`src/rtl/rx_frame_ring_writer.sv`:
```
// Receive path: packs 64-bit MAC rx beats into a 2^BW-word ring and publishes each frame behind a
// one-word length header. Optional build macro: RX_TIMESTAMP_EN stamps header[31:0] with the SOF cycle count.
module rx_frame_ring_writer #(
   parameter int BW      = 10,
   parameter int GUARD   = 6,
   parameter int MIN_LEN = 60,
   parameter int MAX_LEN = 1518
) (
   input  logic          clk,
   input  logic          rst_n,
   input  logic [63:0]   mac_rx_data,
   input  logic [7:0]    mac_rx_data_valid,
   input  logic          mac_rx_good_frame,
   input  logic          mac_rx_bad_frame,
   output logic          wr_en,
   output logic [BW-1:0] wr_addr,
   output logic [63:0]   wr_data,
   output logic [BW-1:0] committed_prod,
   input  logic [BW-1:0] committed_cons,
   output logic          activity,
   output logic [15:0]   ovf_drops,
   output logic [15:0]   len_drops,
   output logic [15:0]   bad_frames,
   output logic [2:0]    fsm_state
);

   // Handshake: the MAC side has no backpressure, a beat is taken every cycle its mask is nonzero.
   // wr_en is a fire-and-forget strobe. committed_prod moves (with a one-cycle activity pulse)
   // only on a cycle strictly after the header write, so anything below it is fully written.

   typedef enum logic [2:0] {
      S_SYNC = 3'd0,
      S_IDLE = 3'd1,
      S_RX   = 3'd2,
      S_HDR  = 3'd3,
      S_DROP = 3'd4
   } state_t;

   localparam logic [BW:0] SPACE_LIMIT = (BW+1)'((1 << BW) - GUARD);

   state_t        state, state_n;
   logic [BW-1:0] aux_addr, aux_addr_n;
   logic [BW-1:0] head, head_n;
   logic [16:0]   len, len_n;
   logic          drop_ovf, drop_ovf_n;
   logic          hdr_late, hdr_late_n;
   logic          commit_pend, commit_pend_n;
   logic          wr_en_n;
   logic [BW-1:0] wr_addr_n;
   logic [63:0]   wr_data_n;
   logic [BW-1:0] committed_prod_n;
   logic          activity_n;
   logic          inc_ovf, inc_len, inc_bad;

   logic [3:0]    beat_bytes;
   logic          has_data, eof, good_eof, in_idle;
   logic [BW-1:0] beat_addr, space_diff;
   logic [16:0]   len_sum;
   logic          space_fail, too_long, runt;
   logic [31:0]   sof_ts, frame_ts;

   function automatic logic [63:0] hdr_word(input logic [15:0] l, input logic [31:0] ts);
      return {16'h0000, l, ts};
   endfunction

   always_comb begin
      beat_bytes = '0;
      for (int i = 0; i < 8; i++) beat_bytes = beat_bytes + 4'(mac_rx_data_valid[i]);
   end

   assign has_data   = |mac_rx_data_valid;
   assign eof        = mac_rx_good_frame | mac_rx_bad_frame;
   assign good_eof   = mac_rx_good_frame & ~mac_rx_bad_frame;
   assign in_idle    = (state == S_IDLE);
   assign beat_addr  = in_idle ? head + BW'(1) : aux_addr;
   assign len_sum    = (in_idle ? 17'd0 : len) + 17'(beat_bytes);
   assign space_diff = beat_addr - committed_cons;
   assign space_fail = has_data && ({1'b0, space_diff} > SPACE_LIMIT);
   assign too_long   = len_sum > 17'(MAX_LEN);
   assign runt       = len_sum < 17'(MIN_LEN);
   assign fsm_state  = state;

`ifdef RX_TIMESTAMP_EN
   logic [31:0] ts_cnt;

   always_ff @(posedge clk or negedge rst_n) begin
      if (!rst_n) begin
         ts_cnt   <= '0;
         frame_ts <= '0;
      end else begin
         ts_cnt <= ts_cnt + 32'd1;
         if (in_idle && has_data) frame_ts <= ts_cnt;
      end
   end

   assign sof_ts = in_idle ? ts_cnt : frame_ts;
`else
   assign frame_ts = '0;
   assign sof_ts   = '0;
`endif

   always_comb begin
      state_n          = state;
      aux_addr_n       = aux_addr;
      head_n           = head;
      len_n            = len;
      drop_ovf_n       = drop_ovf;
      hdr_late_n       = hdr_late;
      commit_pend_n    = 1'b0;
      wr_en_n          = 1'b0;
      wr_addr_n        = wr_addr;
      wr_data_n        = wr_data;
      committed_prod_n = committed_prod;
      activity_n       = 1'b0;
      inc_ovf          = 1'b0;
      inc_len          = 1'b0;
      inc_bad          = 1'b0;

      // Second half of a delayed header: publish one cycle after it was written.
      if (commit_pend) begin
         committed_prod_n = head;
         activity_n       = 1'b1;
      end

      unique case (state)
         S_SYNC: begin
            if (!has_data) state_n = S_IDLE;
         end
         S_IDLE, S_RX: begin
            if (in_idle && !has_data) begin
               len_n = '0;
            end else begin
               len_n = len_sum;
               if (space_fail) begin
                  if (eof) begin
                     inc_ovf = 1'b1;
                     state_n = S_IDLE;
                  end else begin
                     drop_ovf_n = 1'b1;
                     state_n    = S_DROP;
                  end
               end else if (too_long) begin
                  if (eof) begin
                     inc_len = 1'b1;
                     state_n = S_IDLE;
                  end else begin
                     drop_ovf_n = 1'b0;
                     state_n    = S_DROP;
                  end
               end else begin
                  aux_addr_n = beat_addr;
                  if (has_data) begin
                     wr_en_n    = 1'b1;
                     wr_addr_n  = beat_addr;
                     wr_data_n  = mac_rx_data;
                     aux_addr_n = beat_addr + BW'(1);
                  end
                  if (good_eof) begin
                     if (runt) begin
                        inc_len = 1'b1;
                        state_n = S_IDLE;
                     end else begin
                        state_n = S_HDR;
                        // The write port is busy with the last data word; header goes out next cycle.
                        hdr_late_n = has_data;
                        if (!has_data) begin
                           wr_en_n   = 1'b1;
                           wr_addr_n = head;
                           wr_data_n = hdr_word(len_sum[15:0], sof_ts);
                        end
                     end
                  end else if (eof) begin
                     inc_bad = 1'b1;
                     state_n = S_IDLE;
                  end else begin
                     state_n = S_RX;
                  end
               end
            end
         end
         S_HDR: begin
            head_n = aux_addr;
            if (hdr_late) begin
               wr_en_n       = 1'b1;
               wr_addr_n     = head;
               wr_data_n     = hdr_word(len[15:0], frame_ts);
               commit_pend_n = 1'b1;
            end else begin
               committed_prod_n = aux_addr;
               activity_n       = 1'b1;
            end
            // A beat here broke the inter-frame gap: that new frame is discarded as overflow.
            if (has_data) begin
               if (eof) begin
                  inc_ovf = 1'b1;
                  state_n = S_IDLE;
               end else begin
                  drop_ovf_n = 1'b1;
                  state_n    = S_DROP;
               end
            end else begin
               state_n = S_IDLE;
            end
         end
         S_DROP: begin
            if (eof) begin
               inc_ovf = drop_ovf;
               inc_len = ~drop_ovf;
               state_n = S_IDLE;
            end
         end
         default: state_n = S_SYNC;
      endcase
   end

   always_ff @(posedge clk or negedge rst_n) begin
      if (!rst_n) begin
         state          <= S_SYNC;
         aux_addr       <= '0;
         head           <= '0;
         len            <= '0;
         drop_ovf       <= 1'b0;
         hdr_late       <= 1'b0;
         commit_pend    <= 1'b0;
         wr_en          <= 1'b0;
         wr_addr        <= '0;
         wr_data        <= '0;
         committed_prod <= '0;
         activity       <= 1'b0;
         ovf_drops      <= '0;
         len_drops      <= '0;
         bad_frames     <= '0;
      end else begin
         state          <= state_n;
         aux_addr       <= aux_addr_n;
         head           <= head_n;
         len            <= len_n;
         drop_ovf       <= drop_ovf_n;
         hdr_late       <= hdr_late_n;
         commit_pend    <= commit_pend_n;
         wr_en          <= wr_en_n;
         wr_addr        <= wr_addr_n;
         wr_data        <= wr_data_n;
         committed_prod <= committed_prod_n;
         activity       <= activity_n;
         if (inc_ovf && ovf_drops != 16'hFFFF)  ovf_drops  <= ovf_drops + 16'd1;
         if (inc_len && len_drops != 16'hFFFF)  len_drops  <= len_drops + 16'd1;
         if (inc_bad && bad_frames != 16'hFFFF) bad_frames <= bad_frames + 16'd1;
      end
   end

endmodule
```
`config.mk`:
```
export PLATFORM = sky130hd
export DESIGN_NAME = rx_frame_ring_writer
export DESIGN_NICKNAME = d
export VERILOG_FILES = /design/src/rtl/rx_frame_ring_writer.sv
export SDC_FILE = /design/constraint.sdc
export NUM_CORES = 1
export LEC_CHECK = 0
export CORE_ASPECT_RATIO = 1.4
export CORE_MARGIN = 2
export CORE_UTILIZATION = 46
export DETAILED_ROUTE_END_ITERATION = 10
export GPL_TIMING_DRIVEN = 1
export PLACE_DENSITY = 0.77
export SLEW_MARGIN = 20
export SYNTH_ARGS = -nofsm -noshare
export SYNTH_HDL_FRONTEND = slang
export SYNTH_SLANG_ARGS = --single-unit
```
`constraint.sdc`:
```
create_clock -name clk -period 6.4 [get_ports clk]
set_input_delay 1.92 -clock clk [delete_from_list [all_inputs] [get_ports clk]]
set_output_delay 1.92 -clock clk [all_outputs]
set_load 0.005 [all_outputs]
```
Yosys cells after proc, flatten, opt, wreduce, memory -nomap -nowiden
Index checks and enable logic that the tools add are counted.
Widths: inputs -> output; s select.
{"block": "word_totals", "reg_bits": 177, "wordCells": 143}
{"block": "classes", "addsub": 14, "order_cmp": 3, "n_eq_ne": 15, "n_mux": 73, "bitwise_logic": 8, "n_reduce_logical": 15}
{"op": "$mux 64", "n": 8}
{"op": "$mux 10", "n": 13}
{"op": "$pmux 64 s2", "n": 1}
{"op": "$add 16x1->16 const B", "n": 3}
{"op": "$ne 16x16->1 const B", "n": 3}
{"op": "$mux 17", "n": 2}
{"op": "$mux 1", "n": 33}
{"op": "$mux 3", "n": 8}
{"op": "$add 10x1->10 const B", "n": 2}
{"op": "$pmux 10 s2", "n": 1}
{"op": "$add 17x4->17", "n": 1}
{"op": "$gt 17x11->1 const B", "n": 1}
{"op": "$lt 17x6->1 const B", "n": 1}
{"op": "$add 4x1->4", "n": 4}
{"op": "$ne 2x2->1 const B", "n": 7}
{"op": "$pmux 3 s4", "n": 1}
{"op": "$gt 10x10->1 const B", "n": 1}
{"op": "$sub 10x10->10", "n": 1}
{"op": "$reduce_and 4->1", "n": 2}
{"op": "$reduce_or 8->1", "n": 1}
{"op": "$eq 3x2->1 const B", "n": 2}
{"op": "$not 1->1", "n": 6}
{"op": "$pmux 1 s2", "n": 3}
{"op": "$reduce_and 6->1", "n": 1}
{"op": "other kinds (17)", "n": 22}

Depth between registers and ports, before layout
{"block": "depth", "word_depth": 16, "depth_mapped": 23, "mapped_depth_nobuf": 16}

Least setup slack after synthesis
No wires, ideal clock.
{"block": "synth_path", "path_kind": "input -> register", "start": "in mac_rx_data_valid[0]", "end": "reg wr_data[37]", "setup_time_ns": 0.121, "arrival_ns": 6.721, "t_required_ns": 6.279, "path_slack_ns": -0.442, "cell_stages": 18, "path_cell_list": "fa_1 inv_1 fa_1 fa_1 inv_1 fa_1 fa_1 nand3_1 and2_1 clkbuf_1 xnor2_1 a31oi_1 or4_1 and3_1 a31oi_1 clkbuf_1 nor2_1 a22o_1"}
{"block": "synth_via", "elab_chain_cells": 15, "elab_cells_between_ends": 26, "cone_classes": "add/sub: 8; order compare: 2; eq/ne: 3; mux: 8; reduce/logical: 5"}
{"element": "from (decl)", "line_no": "12", "rtl": "input logic [7:0] mac_rx_data_valid,"}
{"element": "$add 1x1->2", "line_no": "68", "rtl": "for (int i = 0; i < 8; i++) beat_bytes = beat_bytes + 4'(mac_rx_data_valid[i]);"}
{"element": "$add 2x1->3", "line_no": "68"}
{"element": "$add 3x1->4", "line_no": "68"}
{"element": "$add 4x1->4 (4 in a row)", "line_no": "68"}
{"element": "$add 17x4->17", "line_no": "76", "rtl": "assign len_sum = (in_idle ? 17'd0 : len) + 17'(beat_bytes);"}
{"element": "$lt 17x6->1 or $mux 64 (tied branches)", "line_no": "80, 166"}
{"element": "$mux 64", "line_no": "159", "rtl": "if (runt) begin"}
{"element": "$mux 64", "line_no": "158", "rtl": "if (good_eof) begin"}
{"element": "$mux 64", "line_no": "142", "rtl": "end else if (too_long) begin"}
{"element": "$mux 64", "line_no": "134", "rtl": "if (space_fail) begin"}
{"element": "$mux 64", "line_no": "130", "rtl": "if (in_idle && !has_data) begin"}
{"element": "$pmux 64 s2", "line_no": "125", "rtl": "unique case (state)"}
{"element": "to (signal assigned)", "line_no": "243", "rtl": "wr_data <= wr_data_n;"}
{"element": "to (decl)", "line_no": "17", "rtl": "output logic [63:0] wr_data,"}
Parallel ways exist; a longest one is shown, timed or not. The select of a mux whose other input is x is not followed.
A chain may end at the register's enable or synchronous reset.

Final worst setup path
{"block": "layout_path", "start": "in mac_rx_data_valid[0]", "end": "reg wr_data[63]"}
{"block": "layout_via", "elab_chain_cells": 15, "elab_cells_between_ends": 26, "cone_classes": "add/sub: 8; order compare: 2; eq/ne: 3; mux: 8; reduce/logical: 5"}
{"element": "$add 1x1->2", "line_no": "68"}
{"element": "$add 2x1->3", "line_no": "68"}
{"element": "$add 3x1->4", "line_no": "68"}
{"element": "$add 4x1->4 (4 in a row)", "line_no": "68"}
{"element": "$add 17x4->17", "line_no": "76"}
{"element": "$lt 17x6->1", "line_no": "80", "rtl": "assign runt = len_sum < 17'(MIN_LEN);"}
{"element": "$mux 64", "line_no": "159"}
{"element": "$mux 64", "line_no": "158"}
{"element": "$mux 64", "line_no": "142"}
{"element": "$mux 64", "line_no": "134"}
{"element": "$mux 64", "line_no": "130"}
{"element": "$pmux 64 s2", "line_no": "125"}
Parallel ways exist; a longest one is shown, timed or not. The select of a mux whose other input is x is not followed.

==> flow_metrics.py <==
metrics = {
    "status": {
        "status": "finished, violations left",
        "violations": "negative setup slack",
    },
    "final_layout": {
        "nNetsFinal": 1378,
        "n_antenna_cell": 0,
        "syn_to_final_growth_pct": 44.5,
        "drive_gt1_frac": 0.171,
        "final-seq-area_sq_mm": 0.00443,
        "multi_input_area_sq_mm": 0.00522,
        "nFillCells": 1497,
    },
    "detailed_routing": {
        "drc": 0,
        "vias": 9128,
        "avgViaCountPerCell": 5.95,
        "wl_per_cell_microns": 19.9,
        "drt.antenna.violating_nets": 0,
        "drtPass1Iterations": 5,
        "drtIter0Drc": 844,
        "drt-total-wl_microns": 30500,
    },
    "setup_path": {
        "endpoint_kind": "register",
        "reg2regPathDepth": 19,
        "slowest_delay_ns": 0.56,
        "cp.required_ns": 6.72,
        "cpMaxStageDelayCell": "or4_4",
        "cp_cell_sequence": "buf_6 > fa_1 > inv_2 > fa_1 > fa_1 > inv_2 > fa_2 > a211o_1 > a21oi_4 > nor4_4 > or4_4 > a221oi_4 > buf_6 > nand3_4 > buf_12 > nor2_4 > a21oi_4 > buf_6 > clkbuf_16 > a22o_1",
        "crit_fanout": 6,
        "cp.depth": 20,
        "crit_buf_inv": 7,
        "path_delay_family": "adder cells",
        "startpoint_type": "input pin",
        "crit_type": "input pin to register",
        "critPathArrivalTime_ns": 6.79,
    },
    "place": {
        "hpwlAfterDp_microns": 20600,
        "gp_congestion": 0.945,
        "port_buffers": 222,
    },
    "synthesis": {
        "synth.net_count": 1101,
        "ys.flop_type": "dfrtp_1",
        "syn_inst": 988,
        "syn-mean-instance-area_sq_um": 9.78,
        "async_flop_share": 1.00,
        "syn_area_sq_mm": 0.00967,
        "yosysTopAreaCellShare": 0.458,
        "synth_common_cells": "177 x dfrtp_1, 107 x nand2_1, 63 x nor2_1, 62 x o21ai_0, 61 x a22o_1",
        "yosysMostFrequentCell": "dfrtp_1",
        "ys_ff_latch": 177,
        "synth_area_leaders": "dfrtp_1 46%, a22o_1 5.5%, nand2_1 4.2%",
        "synth_enable_flop_cells": 0,
        "ys_warn_count": 0,
        "netlist.top_cell.by_area": "dfrtp_1",
        "ys_types": 81,
        "yosysSeqAreaShare": 0.458,
    },
    "min_path": {
        "whs_path_depth": 1,
        "min_path_type": "register to register",
    },
    "sta": {
        "drv_slew": 0,
        "finalCritPeriodShare": 1.01,
        "skew_ns": 0.0104,
        "timing.setup.tns_ns": -3.05,
        "relSlewSlack": 0.324,
        "setup_ws_ns": -0.0744,
        "holdWs_ns": 0.491,
        "worst_slew_pin_slew_ns": 1.01,
        "rsz0062_at_grt": "yes",
        "max_freq_mhz": 154,
        "setup_viol": 71,
        "period_minus_slack_ns": 6.47,
        "hold_viol_final": 0,
    },
    "global_route": {
        "grt_pass1_vias": 8656,
        "grt.total_usage": 0.257,
        "grt_util_met2": 0.444,
        "grt_max_degree": 141,
        "grt.busiest_layer": "met2",
        "antenna_found_initial": 0,
        "met3_usage": 0.0433,
        "use_met1": 0.318,
        "grt_pass1_wl_microns": 45600,
        "overflow": 0,
    },
    "job": {
        "maxCapViolCount": 0,
    },
    "floorplan": {
        "rows": 62,
        "die_w_microns": 127,
        "coreArea_sq_mm": 0.0206,
        "die_y_microns": 176,
        "initial_utilization": 0.470,
        "die-area_sq_mm": 0.0222,
        "ios": 223,
    },
    "pwr": {
        "irDropWorstVdd_mv": 0.205,
        "power_uw": 5030,
        "power.leakage_uw": 0.00601,
        "power.density_mw_per_mm2": 360,
    },
    "clock_network": {
        "cts_inserted_buffers": 17,
        "tritoncts": "built",
        "clockBufferDepth": 2,
        "root_buffer": "clkbuf_16",
        "cts.clk_slew.worst_paths_ns": 0.07,
        "clkLatencyLatePin_ns": 0.43,
        "htree_levels": 4,
        "cts_sinks": 177,
        "ctsHoldBuffers": 0,
    },
}
-- cells in the final DEF, fill, tap and decap left out, types with 33 or more instances in the layout --
cell and count:
buf_4 66, clkdlybuf4s50_1 218, xor2_1 34, nor2_1 60, nand3_1 33, o21ai_0 47
nand2_1 107, xnor2_1 39, dfrtp_1 177, a22o_1 61
-- registers in the layout, summed over array words and instances, names as in the netlist, 16 cells and up, named ones only --
name and flops:
len 17, wr_data 64, len_drops 16, ovf_drops 16, bad_frames 16
-- per-stage QoR --
step	instances	area, sq um	utilization	setup WS [ns]
2_1_floorplan	988	9780	-	0.000230
3_3_place_gp	1466	12500	0.610	-0.635
3_5_place_dp	1466	12500	0.610	-0.739
4_1_cts	1514	13400	0.653	0.00444
5_1_grt	1534	14000	0.680	-0.184
6_report	1534	14000	0.680	-0.0744
-- what timing repair did --
| item | in CTS | in global routing |
|---|---|---|
| cloned | 3 | 9 |
| buffers inserted | 13 | 14 |
| setup endpoints to repair | 118 | 121 |
| pin swaps | 15 | 48 |
| resized for setup | 22 | 84 |
-- final timing paths --
kind	start	to	slack, ns
max in group asynchronous	rst_n	wr_data[21]	3.93
min in group asynchronous	rst_n	ovf_drops[9]	1.38
worst max register to register	fsm_state[2]	wr_data[63]	0.93
worst min-delay path	ovf_drops[8]	ovf_drops[8]	0.49
worst max-delay path	mac_rx_data_valid[0]	wr_data[63]	-0.07
worst min register to register	ovf_drops[8]	ovf_drops[8]	0.49
-- per-layer routing --
layer  part of all wire  vias to the layer above
li1                   -                     4153
met1               0.39                     4485
met2               0.51                      405
met3              0.057                       85
met4              0.041                        0
met5                  0                        -
-- layout make-up --
class                      count  area share
multi-input combinational    717       0.373
sequential                   177       0.317
timing repair buffer         322       0.237
clock buffer                  19      0.0324
tap                          256      0.0229
clock inverter                13     0.00922
inverter                      30     0.00806
-- power breakdown --
group	leakage (uW)	total (uW)	internal, uW	switching (uW)
Combinational	0.00344	2330	1330	1000
Clock	0.000279	1030	564	467
Sequential	0.00229	1670	1410	259
Total	0.00601	5030	3300	1730
-- worst reg2reg max path: stages, from the launching register on --
cell	delay, ns
dfrtp_1	0.56
or3b_1	0.51
nand2_1	0.15
fa_1	0.45
fa_1	0.54
inv_2	0.05
fa_2	0.38
a211o_1	0.32
a21oi_4	0.29
nor4_4	0.06
or4_4	0.56
a221oi_4	0.33
buf_6	0.15
nand3_4	0.09
buf_12	0.14
nor2_4	0.13
a21oi_4	0.11
buf_6	0.16
clkbuf_16	0.15
a22o_1	0.23
-- kinds of logic (layout without fill, tap and decap cells) --
kind of cell | after synthesis | in the layout | synth area share
AND/OR/NAND/NOR | 333 | 333 | 0.176
XOR/XNOR | 75 | 75 | 0.0680
flip-flops | 177 | 177 | 0.458
AO/OA/AOI/OAI | 262 | 262 | 0.195
multiplexers | 20 | 20 | 0.0219
adder cells (fa/ha/maj) | 27 | 27 | 0.0396
buffers and inverters | 94 | 384 | 0.0413
(Power assumes the default switching activity.)
